**src/rtl/instr_sequencer_pkg.sv**
```systemverilog
// Shared constants, instruction-class codes and sequencer state encoding
// for the instruction fetch/issue controller.
package instr_sequencer_pkg;

  localparam int INSTR_WIDTH = 20;
  localparam int ADDR_BITS   = 5;
  localparam int LEN_STD     = 3;
  localparam int LEN_LOAD    = 4;
  localparam int LEN_STORE   = 3;

  // Wide enough for the longest class length plus the one-cycle lead-in.
  localparam int CNT_W       = 3;

  typedef enum logic [1:0] {
    CLS_HALT  = 2'b00,
    CLS_STD   = 2'b01,
    CLS_LOAD  = 2'b10,
    CLS_STORE = 2'b11
  } instr_cls_e;

  typedef enum logic [2:0] {
    S_IDLE   = 3'd0,
    S_FETCH  = 3'd1,
    S_LOAD   = 3'd2,
    S_ISSUE  = 3'd3,
    S_HALTED = 3'd4
  } seq_state_e;

endpackage

```
**src/rtl/instr_sequencer_if.sv**
```systemverilog
// Instruction-memory read port plus the issue bus toward the control unit.
interface instr_sequencer_if
  import instr_sequencer_pkg::*;
#(
  parameter int IW = INSTR_WIDTH,
  parameter int AW = ADDR_BITS
) ();

  logic [AW-1:0] imem_addr;
  logic [IW-1:0] imem_rdata;
  logic [IW-1:0] instr_out;
  logic          instr_valid;
  logic          retire;

  // The sequencer drives addresses and the issue bus.
  modport master (
    output imem_addr,
    input  imem_rdata,
    output instr_out,
    output instr_valid,
    output retire
  );

  // Memory/CU side.
  modport slave (
    input  imem_addr,
    output imem_rdata,
    input  instr_out,
    input  instr_valid,
    input  retire
  );

endinterface

```
**src/rtl/instr_sequencer_issue_len_lut.sv**
```systemverilog
// Instruction class to issue-cycle-count decode; halt decodes to zero.
module issue_len_lut
  import instr_sequencer_pkg::*;
#(
  parameter int LEN_STD   = 3,
  parameter int LEN_LOAD  = 4,
  parameter int LEN_STORE = 3
) (
  input  instr_cls_e       cls_i,
  output logic [CNT_W-1:0] len_o
);

  // Pure lookup, no state.
  always_comb begin
    len_o = '0;
    case (cls_i)
      CLS_STD:   len_o = CNT_W'(LEN_STD);
      CLS_LOAD:  len_o = CNT_W'(LEN_LOAD);
      CLS_STORE: len_o = CNT_W'(LEN_STORE);
      default:   len_o = '0;
    endcase
  end

endmodule

```
**src/rtl/instr_sequencer.sv**
```systemverilog
// Fetch/issue sequencer: owns the PC, reads the synchronous instruction
// memory, and holds each instruction on the CU bus for its class length,
// prefetching the next word so back-to-back issue has no bubble.
module instr_sequencer
  import instr_sequencer_pkg::*;
#(
  parameter int INSTR_WIDTH = 20,
  parameter int ADDR_BITS   = 5,
  parameter int RESET_PC    = 0,
  parameter int LEN_STD     = 3,
  parameter int LEN_LOAD    = 4,
  parameter int LEN_STORE   = 3
) (
  input  logic                 clk,
  input  logic                 rst,
  input  logic                 start,
  input  logic                 stop_req,
  input  logic                 step_mode,
  input  logic                 pc_load,
  input  logic [ADDR_BITS-1:0] pc_in,
  instr_sequencer_if.master    bus,
  output logic [ADDR_BITS-1:0] pc,
  output logic                 halted,
  output logic [15:0]          retired_cnt
);

  seq_state_e             state_q;
  logic [ADDR_BITS-1:0]   pc_q;
  logic [ADDR_BITS-1:0]   imem_addr_q;
  logic [INSTR_WIDTH-1:0] instr_q;
  logic                   valid_q;
  logic                   retire_q;
  logic                   halted_q;
  logic                   first_issue_q;
  logic [CNT_W-1:0]       cnt_q;
  logic [15:0]            ret_cnt_q;

  instr_cls_e             rdata_cls;
  logic [CNT_W-1:0]       len_d;
  logic [CNT_W-1:0]       cnt_load_d;
  logic [ADDR_BITS-1:0]   pc_inc_d;
  logic                   last_cycle_d;
  logic                   leave_d;
  logic                   load_next_d;

  assign rdata_cls = instr_cls_e'(bus.imem_rdata[INSTR_WIDTH-1 -: 2]);

  issue_len_lut #(
    .LEN_STD   (LEN_STD),
    .LEN_LOAD  (LEN_LOAD),
    .LEN_STORE (LEN_STORE)
  ) u_len_lut (
    .cls_i (rdata_cls),
    .len_o (len_d)
  );

  // Next-instruction decisions shared by the LOAD and end-of-ISSUE paths.
  always_comb begin
    pc_inc_d     = pc_q + 1'b1;
    // The first instruction after IDLE gets one extra cycle so the CU can
    // spend its reset-state sampling cycle without losing an issue cycle.
    cnt_load_d   = len_d + CNT_W'(first_issue_q);
    last_cycle_d = (state_q == S_ISSUE) && (cnt_q == CNT_W'(1));
    leave_d      = last_cycle_d && (stop_req || step_mode);
    load_next_d  = ((state_q == S_LOAD) || (last_cycle_d && !leave_d)) &&
                   (rdata_cls != CLS_HALT);
  end

  // Sequencer FSM with all outputs registered.
  always_ff @(posedge clk) begin
    if (rst) begin
      state_q       <= S_IDLE;
      pc_q          <= ADDR_BITS'(RESET_PC);
      imem_addr_q   <= ADDR_BITS'(RESET_PC);
      instr_q       <= '0;
      valid_q       <= 1'b0;
      retire_q      <= 1'b0;
      halted_q      <= 1'b0;
      first_issue_q <= 1'b1;
      cnt_q         <= '0;
      ret_cnt_q     <= '0;
    end else begin
      retire_q <= 1'b0;
      case (state_q)
        S_IDLE: begin
          instr_q <= '0;
          valid_q <= 1'b0;
          if (pc_load) begin
            pc_q <= pc_in;
          end else if (start) begin
            state_q     <= S_FETCH;
            imem_addr_q <= pc_q;
          end
        end
        S_FETCH: begin
          state_q <= S_LOAD;
        end
        S_LOAD: begin
          if (rdata_cls == CLS_HALT) begin
            state_q  <= S_HALTED;
            halted_q <= 1'b1;
          end
        end
        S_ISSUE: begin
          cnt_q <= cnt_q - 1'b1;
          // Address the next word one cycle ahead of the decision cycle.
          if (cnt_q == CNT_W'(3)) imem_addr_q <= pc_q;
          if (cnt_q == CNT_W'(2)) retire_q <= 1'b1;
          if (last_cycle_d) begin
            ret_cnt_q <= ret_cnt_q + 16'd1;
            if (leave_d) begin
              state_q       <= S_IDLE;
              instr_q       <= '0;
              valid_q       <= 1'b0;
              first_issue_q <= 1'b1;
            end else if (rdata_cls == CLS_HALT) begin
              state_q  <= S_HALTED;
              instr_q  <= '0;
              valid_q  <= 1'b0;
              halted_q <= 1'b1;
            end
          end
        end
        S_HALTED: begin
          instr_q <= '0;
          valid_q <= 1'b0;
        end
        default: begin
          state_q <= S_IDLE;
        end
      endcase

      if (load_next_d) begin
        state_q       <= S_ISSUE;
        instr_q       <= bus.imem_rdata;
        valid_q       <= 1'b1;
        pc_q          <= pc_inc_d;
        cnt_q         <= cnt_load_d;
        first_issue_q <= 1'b0;
        // A two-cycle instruction must prefetch straight away.
        if (cnt_load_d == CNT_W'(2)) imem_addr_q <= pc_inc_d;
      end
    end
  end

  assign bus.imem_addr   = imem_addr_q;
  assign bus.instr_out   = instr_q;
  assign bus.instr_valid = valid_q;
  assign bus.retire      = retire_q;
  assign pc              = pc_q;
  assign halted          = halted_q;
  assign retired_cnt     = ret_cnt_q;

endmodule

```
**src/flat_wrapper.sv**
```systemverilog
// flat-port wrapper written by rule: the top's interface ports become plain ports
module instr_sequencer_flat import instr_sequencer_pkg::*;
#(
  parameter int INSTR_WIDTH = 20,
  parameter int ADDR_BITS   = 5,
  parameter int RESET_PC    = 0,
  parameter int LEN_STD     = 3,
  parameter int LEN_LOAD    = 4,
  parameter int LEN_STORE   = 3
)
  (clk, rst, start, stop_req, step_mode, pc_load, pc_in, pc, halted, retired_cnt, bus_imem_addr, bus_imem_rdata, bus_instr_out, bus_instr_valid, bus_retire);
  instr_sequencer_if bus_i ();
  input  logic clk;
  input  logic rst;
  input  logic start;
  input  logic stop_req;
  input  logic step_mode;
  input  logic pc_load;
  input  logic [ADDR_BITS-1:0] pc_in;
  output logic [ADDR_BITS-1:0] pc;
  output logic halted;
  output logic [15:0] retired_cnt;
  output wire logic [$bits(bus_i.imem_addr)-1:0] bus_imem_addr;
  input wire logic [$bits(bus_i.imem_rdata)-1:0] bus_imem_rdata;
  output wire logic [$bits(bus_i.instr_out)-1:0] bus_instr_out;
  output wire logic [$bits(bus_i.instr_valid)-1:0] bus_instr_valid;
  output wire logic [$bits(bus_i.retire)-1:0] bus_retire;
  assign bus_imem_addr = bus_i.imem_addr;
  assign bus_i.imem_rdata = bus_imem_rdata;
  assign bus_instr_out = bus_i.instr_out;
  assign bus_instr_valid = bus_i.instr_valid;
  assign bus_retire = bus_i.retire;
  instr_sequencer #(.INSTR_WIDTH(INSTR_WIDTH), .ADDR_BITS(ADDR_BITS), .RESET_PC(RESET_PC), .LEN_STD(LEN_STD), .LEN_LOAD(LEN_LOAD), .LEN_STORE(LEN_STORE)) u_core (.clk(clk), .rst(rst), .start(start), .stop_req(stop_req), .step_mode(step_mode), .pc_load(pc_load), .pc_in(pc_in), .bus(bus_i), .pc(pc), .halted(halted), .retired_cnt(retired_cnt));
endmodule
```
**config.mk**
```make
export PLATFORM = sky130hd
export DESIGN_NAME = instr_sequencer_flat
export DESIGN_NICKNAME = d
export VERILOG_FILES = /design/src/rtl/instr_sequencer_pkg.sv /design/src/rtl/instr_sequencer_if.sv /design/src/rtl/instr_sequencer_issue_len_lut.sv /design/src/rtl/instr_sequencer.sv /design/src/flat_wrapper.sv
export SDC_FILE = /design/constraint.sdc
export NUM_CORES = 1
export LEC_CHECK = 0
export ABC_AREA = 1
export CORE_MARGIN = 1
export CORE_UTILIZATION = 45
export DETAILED_ROUTE_END_ITERATION = 8
export PLACE_DENSITY = 0.82
export RECOVER_POWER = 100
export REMOVE_ABC_BUFFERS = 1
export SLEW_MARGIN = 20
export SYNTH_ARGS = -nofsm -noshare
export SYNTH_HDL_FRONTEND = slang
export SYNTH_SLANG_ARGS = --single-unit
```
**constraint.sdc**
```tcl
create_clock -name clk -period 3.7 [get_ports clk]
set_input_delay 0.555 -clock clk [delete_from_list [all_inputs] [get_ports clk]]
set_output_delay 0.555 -clock clk [all_outputs]
set_load 0.1 [all_outputs]
```
After elaboration in Yosys (flattened, before gate mapping). Cells that the tools add are included.

Flip-flop bits (word level): 56. Latch bits: 0. Bits in writable memories: 0. Memory bits (read-only): 0. Bits of input ports: 31. Output and inout bits: 49. Logic and storage cells: 103. Memories: 0.

Add/subtract/negate cells: 4. Multiply operators: 0. Divide/modulo/power cells: 0. Order comparisons: 0. Equal/unequal tests: 20. Shifts and indexed selects: 0. Mux-type cells: 38. Bitwise gates (word level): 2. Reduce and logical (&&, ||, !) cells: 28.

Operators by type and width (count): $mux 20 (4); $mux 5 (8); $pmux 20 s2 (1); $mux 3 (7); $add 16x1->16 const B (1); $eq 3x2->1 const B (5); $pmux 3 s5 (1); $reduce_bool 2->1 (7); $mux 1 (12); $pmux 5 s2 (1); $reduce_and 3->1 (3); $reduce_and 4->1 (2); $reduce_or 2->1 (4); $eq 3x1->1 const B (2); $ne 2x2->1 const B (3); $ne 3x2->1 const B (2); $pmux 3 s2 (1); $add 5x1->5 const B (1); $eq 2x2->1 const B (2); $logic_and 1x1->1 (4); $ne 2x1->1 const B (2); $ne 4x2->1 const B (1); $pmux 1 s2 (2); $reduce_and 2->1 (2); other kinds (12) (14).

Longest topological paths before layout. Gate-level depths: netlist (run 1).

Depth in word-level cells: 9. Gate-level depth with buffers: 11. Gate-level depth less buffers: 11.

By module. Synthesis (run 1) repeated with hierarchy kept, for this count alone.

Cell total of the unflattened synthesis: 468. Area total of the unflattened synthesis: 3032.9 µm².

Modules (own cells, without submodules): instr_sequencer (times used 1, cells each 464, area an instance 3014.1 µm², seq. area each 1121.1 µm²); issue_len_lut (times used 1, cells each 4, area an instance 18.8 µm², seq. area each 0.0 µm²).

Least setup slack after synthesis (run 1). OpenSTA, ideal clock, no wires.

Path type: flip-flop to flip-flop. Start: reg u_core.ret_cnt_q[0], in the netlist u_core.retired_cnt[0]. End: reg u_core.ret_cnt_q[7], in the netlist u_core.retired_cnt[7]. Setup time: 117 ps. Data arrival time: 1955 ps. Data required time: 3583 ps. Slack: 1628 ps. Stages on the path, launching flop included: 8. Path buffers: 0. Clock period less this slack: 2072 ps. Cells stage by stage: dfxtp_1 -> inv_1 -> nor2_1 -> nand4_4 -> nor2_1 -> nand2_1 -> nand2_1 -> nor2_1.

Longest elaborated chain between the ends: 1.

RTL lines: start: declaration (RTL line instr_sequencer.sv:36) `logic [15:0] ret_cnt_q;`; start signal: assignment (RTL line instr_sequencer.sv:110) `ret_cnt_q <= ret_cnt_q + 16'd1;`; $add 16x1->16 (RTL line instr_sequencer.sv:110).

Every way passes these cells. A chain may end at the register's enable or synchronous reset.

Final worst setup path (run 1).
Start: reg u_core.state_q[2]. End: reg u_core.pc_q[0], in the netlist u_core.pc[0].

Longest elaborated chain between the ends: 9. Elaborated cells on any way between the ends: 13. Those cells by class: eq/ne: 2; mux: 1; reduce/logical: 10.

RTL lines: start: declaration (RTL line instr_sequencer.sv:27) `seq_state_e state_q;`; start signal: assignment (RTL line instr_sequencer.sv:72) `state_q <= S_IDLE;`; start signal: assignment (RTL line instr_sequencer.sv:91) `state_q <= S_FETCH;`; start signal: assignment (RTL line instr_sequencer.sv:96) `state_q <= S_LOAD;`; $eq 3x2->1 (RTL line instr_sequencer.sv:63) `last_cycle_d = (state_q == S_ISSUE) && (cnt_q == CNT_W'(1));`; $logic_and 1x1->1 (RTL line instr_sequencer.sv:63); $logic_and 1x1->1 (RTL line instr_sequencer.sv:64) `leave_d = last_cycle_d && (stop_req || step_mode);`; $logic_not 1->1 (RTL line instr_sequencer.sv:65) `load_next_d = ((state_q == S_LOAD) || (last_cycle_d && !leave_d)) &&`; $logic_and 1x1->1 (RTL line instr_sequencer.sv:65); $logic_or 1x1->1 (RTL line instr_sequencer.sv:65); $logic_and 1x1->1 (RTL line instr_sequencer.sv:65); $reduce_bool 2->1 (no source line); $reduce_and 2->1 (no source line); end signal: assignment (RTL line instr_sequencer.sv:73) `pc_q <= ADDR_BITS'(RESET_PC);`; end signal: assignment (RTL line instr_sequencer.sv:89) `pc_q <= pc_in;`; end signal: assignment (RTL line instr_sequencer.sv:137) `pc_q <= pc_inc_d;`; end: declaration (RTL line instr_sequencer.sv:28) `logic [ADDR_BITS-1:0] pc_q;`.

Several ways; a longest one is shown, not always the timed one.

==> metrics, run 1 <==
die area 0.00682 mm²; Layout Skew 0.0136 ns; Post-CTS Setup Bufs 0; ys async rst share 0%; P&R area growth vs syn 29.9%; 1st-iter DRT viols 102; crit start category register; sequential cell area fraction in the yosys report 38.3%; synth warn 0; Slew Limit Headroom 32.7%; DRT Pass-1 Iters 4; port bufs 79; CP Class register to register; diode count 0; most frequent cells in the layout 147 x nand2_1, 56 x dfxtp_1, 50 x dlygate4sd3_1; ys flop type dfxtp_1; final cycle utilization of the critical path 78.3%; CP dominant cell by count nand3_1; Tightest Pin Transition 1.01 ns; Site Rows 29; critical path peak fanout 32; Worst-Skew Late Latency 0.32 ns; total global-route track usage about 22%; Worst setup EP type register; final antenna-violating net count 0; crit path DAT 3.09 ns; total power 1.97 mW; post-layout minimum cycle time 2.90 ns; I/O pins 80; cts hold-fix bufs 0; routability cong. 0.862; P_leak 1.64 nW; global-route wire length before repair 11,500 µm; RSZ-0062 raised after global routing no; die width 82.6 µm; DR vias/cell slightly above 5; Post-Synthesis Cells 425; root buffer cell clkbuf_8; fmax 345 MHz; # DRC 0; DR vias 2,905; Fillers between 600 and 700; CP Cell Sequence inv_2 > nand3_1 > nor2_1 > nand2_1 > nand2_8 > clkinv_1 > nand3_1 > a21oi_1; antenna violations before repair 0; die height 82.6 µm; Initial Util 46.3%; fin nets between 500 and 600; commonest non-fill, non-tap cell in the layout nand2_1; Power Density 519 mW/mm²; slowest cell delay on critical path ~0.76 ns; layout cells sized above 1 4.20%; clock-pin slew on the worst setup and hold paths 0.10 ns; largest net degree at the start of global routing 39; Critical Path RT 3.89 ns; Num CTS Buffers 5; vias in the first global route 2,621; TritonCTS clock tree built; mapped cell area 0.00292 mm²; Worst path slowest cell nor2_1; H-tree depth 2; EDFF count, synth 0; Synth cell types 31; worst path bufs/invs 2; Routed WL 7000 µm; Remaining Overflow, GRT 0; DP Wirelength 4980 µm; final hold viol count 0; cell family with most CP delay simple AND/OR/NAND/NOR gates; Max clock buf depth 2; worst min-delay path class register to register; setup_tns 0 ns; mean area per synthesized cell ~6.9 µm²; WL per Instance between 10 and 15 µm; Final Max Tran Viols 0; Worst VDD drop 0.323 mV; fin area 0.00380 mm²; #FFs+latches synth 56; core area 0.00631 mm²; Cell Area, Placed roughly 0.0037 mm²; Resize count post-CTS 0; Final setup viols 0; Max-cap violations 0; status finished clean; clock sink count 56
==> cell families after synthesis <==
family,Yosys count,share of synthesized area [%]
xor gates and xnor gates,4,1.20
and+or+nand+nor,243,38.0
buffers and inverters,59,9.33
DFF,56,38.3
adders and majority gates,7,3.00
AOI/OAI and AO/OA,56,10.2
==> per-layer routing <==
metal / part of all wire (%) / up-vias / global-route usage (%)
met5: 0 / - / 0
met4: 1.5 / 0 / 8.10
met3: 5.0 / 11 / 4.40
met2: 49 / 69 / 38.4
met1: 44 / 1336 / 25.8
li1: - / 1489 / -
==> state kept, by name, summed over array words and instances (netlist names) <==
signal / count
u_core.state_q: 3
u_core.halted: 1
u_core.first_issue_q: 1
u_core.bus.instr_out: 20
u_core.bus.imem_addr: 5
u_core.retired_cnt: 16
u_core.bus.retire: 1
u_core.pc: 5
u_core.bus.instr_valid: 1
u_core.cnt_q: 3
==> worst register-to-register path, stage by stage (launching register included) <==
cell	delay (ns)
dfxtp_1	0.43
inv_2	0.11
nand3_1	0.24
nor2_1	0.76
nand2_1	0.49
nand2_8	0.34
clkinv_1	0.21
nand3_1	0.11
a21oi_1	0.08
==> stage by stage <==
step / hold WS [ns] / util, % / instances / setup slack (ns)
after detailed placement: 0.443 / 58.9 / 569 / 1.06
after CTS: 0.462 / 60.7 / 577 / 1.13
final: 0.460 / 60.2 / 577 / 0.802
after global placement: 0.440 / 58.9 / 569 / 1.21
after global routing: 0.485 / 60.2 / 577 / 0.551
after floorplan: 0.455 / - / 412 / 1.62
==> synth_stat cells (2+ instances only) <==
cell      number  area (µm²)
clkinv_1       2        7.51
buf_6          5        56.3
o21ai_0       10        50.1
clkbuf_1       6        22.5
a21boi_1       3        22.5
nor3_1         3        15.0
nand2_1      146         548
nand4_1        9        56.3
a21oi_1       39         195
xnor2_1        3        26.3
nor2_4         4        45.0
a31oi_1        2        12.5
nand3_1       26         130
nor2_1        42         158
inv_1         43         161
nand2_2        3        18.8
nand3_4        3        52.6
nand3b_1       2        15.0
dfxtp_1       56        1120
ha_1           7        87.6
==> power breakdown <==
part	switching, mW	internal, mW
Clock	0.210	0.205
Sequential	0.0684	0.667
Combinational	0.609	0.211
==> final timing paths <==
check | start | slack (ns) | depth (start not counted) | end
worst max-delay path | u_core.state_q[2]$_SDFFE_PP0P_ | 0.80 | 8 | u_core.pc[0]$_SDFFE_PP0P_
worst min-delay path | u_core.halted$_SDFFE_PP0P_ | 0.46 | 2 | u_core.halted$_SDFFE_PP0P_
worst max register to register | u_core.state_q[2]$_SDFFE_PP0P_ | 0.80 | 8 | u_core.pc[0]$_SDFFE_PP0P_
worst min register to register | u_core.halted$_SDFFE_PP0P_ | 0.46 | 2 | u_core.halted$_SDFFE_PP0P_
==> layout make-up <==
cell class / count / area [µm²] / share of cell area (%)
multi-input combinational: 310 / 1500 / 39.4
tap: 77 / 96.3 / 2.54
inverter: 46 / 173 / 4.55
clock inverter: 3 / 46.3 / 1.22
timing repair buffer: 80 / 798 / 21.0
sequential: 56 / 1120 / 29.5
clock buffer: 5 / 68.8 / 1.81
(Power assumes the default switching activity.)
==> run 2, diff against run 1 <==
==> constraint.sdc (replaced) <==
create_clock -name clk -period 2.7 [get_ports clk]
set_input_delay 0.405 -clock clk [delete_from_list [all_inputs] [get_ports clk]]
set_output_delay 0.405 -clock clk [all_outputs]
set_load 0.1 [all_outputs]
==> metrics, run 2 (synthesized netlist as in run 1, its figures left out) <==
Remaining Overflow, GRT 0; status finished clean; most frequent cells in the layout 147 x nand2_1, 56 x dfxtp_1, 50 x clkbuf_1; Worst setup EP type register; 1st-iter DRT viols around 150; DRT Pass-1 Iters 6; Flop pwr share 39.5%; die height 82.6 µm; worst min-delay path class register to register; Worst path slowest cell dfxtp_1; Layout Skew 0.0108 ns; layout cells sized above 1 4.40%; WL per Instance 12.3 µm; I/O pins 80; switch share 47.3%; P&R area growth vs syn 18.9%; CP Class register to register; Power Density about 740 mW/mm²; post-layout minimum cycle time 2.11 ns; antenna violations before repair 0; Critical Path RT 2.88 ns; setup_tns 0 ns; cts hold-fix bufs 0; P_leak 1.34 nW; Max clock buf depth 2; Hold Crit Depth 2; combinational share of power a little over two fifths; Post-CTS Setup Bufs 0; Worst-Skew Late Latency 0.31 ns; CP Cell Sequence inv_1 > ha_1 > nand2_1 > nor2_4 > nand2_1 > nand2_8 > clkinv_1 > nand3_1 > nand3_1; Final setup viols 0; P_int 1.35 mW; commonest non-fill, non-tap cell in the layout nand2_1; crit start category register; clock sink count 56; Site Rows 29; Slew Limit Headroom around a fifth; clock-pin slew on the worst setup and hold paths 0.10 ns; H-tree depth 2; total global-route track usage 22.0%; Resize count post-CTS 0; fmax 475 MHz; Final Max Tran Viols 0; RSZ-0062 raised after global routing no; Worst VDD drop 0.369 mV; die width 82.6 µm; Routed WL 7070 µm; final cycle utilization of the critical path 78.0%; routability cong. 0.838; Tightest Pin Transition 1.20 ns; # DRC 0; Sw Pwr 1.21 mW; port bufs 79; DR vias between 2,000 and 3,000; TritonCTS clock tree built; diode count 0; Num CTS Buffers 5; DR vias/cell 5.05; total power between 2 and 3 mW; largest net degree at the start of global routing 38; DP Wirelength 5220 µm; critical path peak fanout 32; die area 0.00682 mm²; reg2reg path depth 9; core area 0.00631 mm²; slowest cell delay on critical path 0.36 ns; Max-cap violations 0; final antenna-violating net count 0; fin nets 538; Initial Util 46.3%; crit path DAT between 2 and 2.5 ns; Clk pwr share 17.3%; final hold viol count 0; root buffer cell clkbuf_8; vias in the first global route 2,667; global-route wire length before repair 11,600 µm; Largest register FFs 20
==> run 2: final timing paths <==
check                                                          to                          from  slack (ns)
worst min-delay path                   u_core.halted$_SDFFE_PP0P_    u_core.halted$_SDFFE_PP0P_        0.46
worst max register to register  u_core.first_issue_q$_SDFFE_PP1P_  u_core.cnt_q[1]$_SDFFE_PP0P_        0.59
worst max-delay path            u_core.first_issue_q$_SDFFE_PP1P_  u_core.cnt_q[1]$_SDFFE_PP0P_        0.59
worst min register to register         u_core.halted$_SDFFE_PP0P_    u_core.halted$_SDFFE_PP0P_        0.46
==> run 2: layout make-up <==
type                    instances  area, µm²
inverters                      46        173
repair buffers                 81        499
well taps                      77       96.3
fillers                       655       2840
flip-flops and latches         56       1120
multi-input cells             310       1510
clock buffers                   6       72.6
clock inverters                 1       8.76
==> run 2: power groups by stage <==
stage               clock network, mW  logic, mW  registers, mW
floorplan                           0      0.456           1.43
global placement                    0       1.13           1.03
detailed placement                  0       1.15           1.04
CTS                             0.458       1.15           1.02
global route                    0.489       1.19           1.03
finish                          0.445       1.11           1.02
==> run 2: routing by layer <==
metal	track usage [%]	share of wire, %
met3	4.62	4.9
met2	39.5	50
met5	0	0
met1	26.0	44
met4	6.72	1.3
==> run 2: per-stage QoR <==
stage	std cells	worst slack (ns)	utilization (%)	hold WS (ns)	area [µm²]
global route	577	0.433	55.1	0.492	3480
floorplan	412	0.621	-	0.455	2820
finish	577	0.593	55.1	0.457	3480
global placement	570	0.607	57.1	0.440	3600
detailed placement	570	0.527	57.1	0.451	3600
CTS	577	0.745	58.4	0.469	3680
==> run 2: worst max-delay path: cells and delay by family (launching register included) <==
family                     cells  cell delay (ns)
DFF                            1             0.36
adders and majority gates      1             0.15
buffers and inverters          2             0.28
and+or+nand+nor                6             1.17
